### src/rtl/text_reader.sv
// Scans the character text RAM row by row and streams its contents as bytes
// over a valid/ready interface, appending NEWLINE after every row.
module text_reader #(
  parameter int unsigned ROWS      = 15,
  parameter int unsigned COLS      = 20,
  parameter logic [7:0]  NEWLINE   = 8'h0A,
  parameter bit          SKIP_NULL = 1'b1
) (
  input  logic       clk,
  input  logic       rst,
  input  logic       start,
  input  logic       abort,
  input  logic [7:0] ram_rdata,
  output logic       read_enable,
  output logic [8:0] read_addr,
  output logic [7:0] out_data,
  output logic       out_valid,
  input  logic       out_ready,
  output logic       out_last,
  output logic       busy,
  output logic       done
);

  typedef enum logic [2:0] {IDLE, ADDR, FETCH, EMIT, EOL, DONE} state_t;

  localparam logic [3:0] LAST_ROW = 4'(ROWS - 1);
  localparam logic [4:0] LAST_COL = 5'(COLS - 1);

  state_t     state;
  logic [3:0] row;
  logic [4:0] col;
  logic [7:0] data_reg;

  // data_reg doubles as the output byte register (cell data or NEWLINE)
  assign out_data = data_reg;

  always_ff @(posedge clk) begin
    if (rst) begin
      state       <= IDLE;
      row         <= '0;
      col         <= '0;
      data_reg    <= '0;
      read_enable <= 1'b0;
      read_addr   <= '0;
      out_valid   <= 1'b0;
      out_last    <= 1'b0;
      busy        <= 1'b0;
      done        <= 1'b0;
    end else begin
      done <= 1'b0;
      if (state != IDLE && abort) begin
        state       <= IDLE;
        data_reg    <= '0;
        read_enable <= 1'b0;
        read_addr   <= '0;
        out_valid   <= 1'b0;
        out_last    <= 1'b0;
        busy        <= 1'b0;
      end else begin
        case (state)
          IDLE: begin
            if (start) begin
              row         <= '0;
              col         <= '0;
              read_enable <= 1'b1;
              read_addr   <= '0;
              busy        <= 1'b1;
              state       <= ADDR;
            end
          end
          ADDR: state <= FETCH;
          FETCH: begin
            if (SKIP_NULL && ram_rdata == 8'h00) begin
              data_reg <= '0;
              if (col == LAST_COL) begin
                data_reg  <= NEWLINE;
                out_valid <= 1'b1;
                out_last  <= (row == LAST_ROW);
                state     <= EOL;
              end else begin
                col       <= col + 5'd1;
                read_addr <= {row, col + 5'd1};
                state     <= ADDR;
              end
            end else begin
              data_reg  <= (ram_rdata == 8'h00) ? 8'h20 : ram_rdata;
              out_valid <= 1'b1;
              state     <= EMIT;
            end
          end
          EMIT: begin
            if (out_ready) begin
              out_valid <= 1'b0;
              if (col == LAST_COL) begin
                data_reg  <= NEWLINE;
                out_valid <= 1'b1;
                out_last  <= (row == LAST_ROW);
                state     <= EOL;
              end else begin
                col       <= col + 5'd1;
                read_addr <= {row, col + 5'd1};
                state     <= ADDR;
              end
            end
          end
          EOL: begin
            if (out_ready) begin
              out_valid <= 1'b0;
              out_last  <= 1'b0;
              if (row == LAST_ROW) begin
                data_reg    <= '0;
                read_enable <= 1'b0;
                read_addr   <= '0;
                done        <= 1'b1;
                state       <= DONE;
              end else begin
                row       <= row + 4'd1;
                col       <= '0;
                read_addr <= {row + 4'd1, 5'd0};
                state     <= ADDR;
              end
            end
          end
          DONE: begin
            busy  <= 1'b0;
            state <= IDLE;
          end
          default: state <= IDLE;
        endcase
      end
    end
  end

endmodule

### config.mk
export PLATFORM = sky130hd
export DESIGN_NAME = text_reader
export DESIGN_NICKNAME = d
export VERILOG_FILES = /design/src/rtl/text_reader.sv
export SDC_FILE = /design/constraint.sdc
export NUM_CORES = 1
export LEC_CHECK = 0
export BUFFER_PORTS_ARGS = -buffer_cell sky130_fd_sc_hd__buf_2
export CORE_MARGIN = 5
export CORE_UTILIZATION = 45
export DETAILED_ROUTE_END_ITERATION = 10
export PLACE_DENSITY = 0.68
export SLEW_MARGIN = 10
export SYNTH_ARGS = -nofsm -noshare
export SYNTH_HDL_FRONTEND = slang
export SYNTH_SLANG_ARGS = --single-unit
### constraint.sdc
create_clock -name clk -period 4.07 [get_ports clk]
set_clock_uncertainty 0.15 [all_clocks]
set_input_delay 0.6105 -clock clk [delete_from_list [all_inputs] [get_ports clk]]
set_output_delay 0.6105 -clock clk [all_outputs]
set_load 0.05 [all_outputs]
==> flow_summary_export.csv <==
group,metric,value,unit
outcome,status,"finished, final reports clean",
worst_setup_path,end_kind,"register",
worst_setup_path,r2r-start,"state[2]",
die,core_area,4000,µm²
die,fp-row-count,23,
timing,fin_crit_sh,0.611,
clock_network,cts_root_buf,"clkbuf_8",
synth,yosysWarnings,0,
clock_network,clk_latency,0.29,ns
timing,min_period,2.48,ns
worst_setup_path,critical_path.top_delay_family,"simple AND/OR/NAND/NOR gates",
synth,ys.flop_type,"dfxtp_1",
synth,ys_seq_area_frac,0.369,
place,port_buffers,34,
die,pin_count,35,
timing,setup_violations,0,
grt,grt_pass1_wl,6.94,mm
worst_setup_path,reg2regPathDepth,5,
layout,nFillCells,416,
clock_network,cts_num_sinks,34,
routing,wirelength,4.17,mm
synth,synth_cells,221,
routing,wl_per_cell,13.9,µm
timing,relSlewSlack,0.461,
worst_setup_path,rrSetupSlack,1.59,ns
synth,ys_async_sr_fraction,0,
clock_network,post-cts-setup-buffers,0,
worst_setup_path,crit_buf_inv,0,
timing,fmax,402,MHz
clock_network,clkSlewWorstSetupHoldPaths,0.07,ns
clock_network,cts_resized,0,
synth,synth-adder-area-share,0.0203,
clock_network,htree_levels,2,
grt,gr-total-overflow,0,
clock_network,cts_buffers,5,
synth,yosys.area.top_type,"dfxtp_1",
die,die_x,74.0,µm
synth,ys_ff_latch,34,
die,die_h,74.0,µm
timing,rsz0062_at_grt,"no",
synth,synthesis.nets,237,
timing,finalHoldViolCount,0,
job,max_cap_viol_count,0,
routing,drt_first_pass_iters,4,
place,dp.final_hpwl,2.97,mm
worst_hold_path,hold_class,"reg -> reg",
die,start_util,0.461,
pwr,leakagePower,0.000833,µW
synth,synth_area_leaders,"dfxtp_1 (37%), o21ai_0 (5.7%), nand2_1 (5.1%)",
synth,synth_top_family_by_area,"simple AND/OR/NAND/NOR gates",
worst_setup_path,worstSetupPathType,"reg -> reg",
worst_setup_path,crit_path_end,"col[3]",
layout,nNetsFinal,265,
timing,slew_violations,0,
synth,synth-simple-area-share,0.264,
worst_setup_path,slowest_delay,0.71,ns
grt,grt_max_degree,21,
routing,drc,0,
synth,synth.avg_cell_area,8.35,µm²
place,routabilityCongestion,0.799,
clock_network,holdBufCountCts,0,
synth,netlist_area,1850,µm²
routing,vias,1643,
synth,synth_edf_count,0,
layout,area_growth,12.8,%
worst_setup_path,crit_cells,5,
worst_setup_path,startpoint,"state[2]",
synth,synth-xor-area-share,0.0142,
pwr,cellPowerDensity,371,nW/µm²
clock_network,clockBufferDepth,2,
grt,grt_pass1_vias,1495,
grt,antenna_found_initial,0,
routing,ant_nets,0,
worst_setup_path,critical_path_required,4.14,ns
layout,layout-drive-gt1-share,0.241,
synth,muxShareOfSynthArea,0.0183,
routing,viasPerCell,5.49,
routing,drtIter0Drc,115,
worst_setup_path,path_cells,"nand2b_1, a211oi_2, nor3_4, nand4_1, o21ai_0",
worst_setup_path,slowest_stage,"dfxtp_1",
layout,n_antenna_cell,0,
timing,worst_pin_slew,0.803,ns
timing,tns,0,ns
synth,synth_top_area_frac,0.369,
synth,synth_compound_area_frac,0.257,
pwr,ir_drop,0.188,mV
worst_setup_path,reg2reg_to,"col[3]",
clock_network,cts_tree,"built",
layout,final_util,0.520,
timing,hold_ws,0.295,ns
die,die-area,5480,µm²
worst_setup_path,worstPathArrival,2.55,ns
worst_setup_path,path_max_fanout,20,
grt,grtUsageTotal,0.159,
pwr,power,773,µW
worst_setup_path,cp-start-kind,"register",
synth,ys_types,51,
==> state kept, by name (all words and copies together), names as in the netlist <==
register / count
read_addr: 9
out_valid: 1
out_data: 8
busy: 1
out_last: 1
done: 1
row: 4
state: 3
read_enable: 1
col: 5
==> routing by layer <==
| metal | GRT usage | share of wire |
|---|---|---|
| met1 | 0.204 | 0.48 |
| met2 | 0.265 | 0.46 |
| met3 | 0.0378 | 0.049 |
| met4 | 0.0483 | 0.012 |
| met5 | 0 | 0 |
==> cell usage after synthesis, types with 2 or more instances <==
cell	instances
dfxtp_1	34
nand2_1	25
nor2_1	21
o21ai_0	21
a21oi_1	15
nand3_1	12
o21ai_1	7
buf_2	6
o31ai_1	6
a211oi_2	5
clkbuf_1	5
inv_1	5
nand4_1	5
and3_1	4
a31oi_1	3
buf_6	3
ha_1	3
mux2_2	3
a22oi_1	2
nor3_1	2
nor4_4	2
o21a_1	2
xnor2_1	2
==> metrics by stage <==
step	setup slack [ns]	instances	area, µm²
floorplan	1.97	221	1850
global placement	1.64	292	2000
detailed placement	1.59	292	2000
CTS	1.60	299	2080
global route	1.34	299	2080
finish	1.59	299	2080
==> layout make-up <==
class	count	area (µm²)	area share
tap	50	62.6	0.0300
sequential	34	681	0.327
inverter	6	22.5	0.0108
clock buffer	5	68.8	0.0331
timing repair buffer	35	178	0.0853
multi-input combinational	167	1060	0.509
clock inverter	2	10.0	0.00481
==> placed cells by master (no fill, tap or decap), types with 3 or more instances in the layout <==
cell type,count
dfxtp_1,34
buf_2,34
nand2_1,25
o21ai_0,21
nor2_1,21
a21oi_1,15
nand3_1,12
o21ai_1,7
o31ai_1,6
inv_1,5
a211oi_2,5
nand4_1,5
clkbuf_8,5
and3_1,4
a31oi_1,3
mux2_2,3
ha_1,3
==> worst reg2reg max path, stage by stage, from the launching register on <==
cell and delay (ns):
dfxtp_1 0.71, nand2b_1 0.42, a211oi_2 0.13, nor3_4 0.64, nand4_1 0.24, o21ai_0 0.13
==> report_power, final <==
part / internal [µW] / leakage, µW / switching [µW] / total (µW)
clock: 115 / 0.0000438 / 120 / 235
sequential: 349 / 0.000276 / 15.5 / 365
combinational: 46.9 / 0.000514 / 126 / 173
total: 511 / 0.000833 / 262 / 773
==> how the worst min path moves through the flow <==
stage                     slack, ns  cells after the start           end          from
after CTS                      0.30                      2  read_addr[1]  read_addr[1]
after global routing           0.32                      2  read_addr[2]  read_addr[2]
after global placement         0.29                      2  read_addr[1]  read_addr[1]
after detailed placement       0.29                      2  read_addr[1]  read_addr[1]
final                          0.30                      2  read_addr[2]  read_addr[2]
after floorplan                0.30                      2        col[1]        col[1]
==> kinds of logic after synthesis <==
logic type	after synthesis
and+or+nand+nor	87
AOI/OAI and AO/OA	71
DFF	34
buffers and inverters	20
xor gates and xnor gates	3
muxes	3
adders and majority gates	3
(Power assumes the default switching activity.)
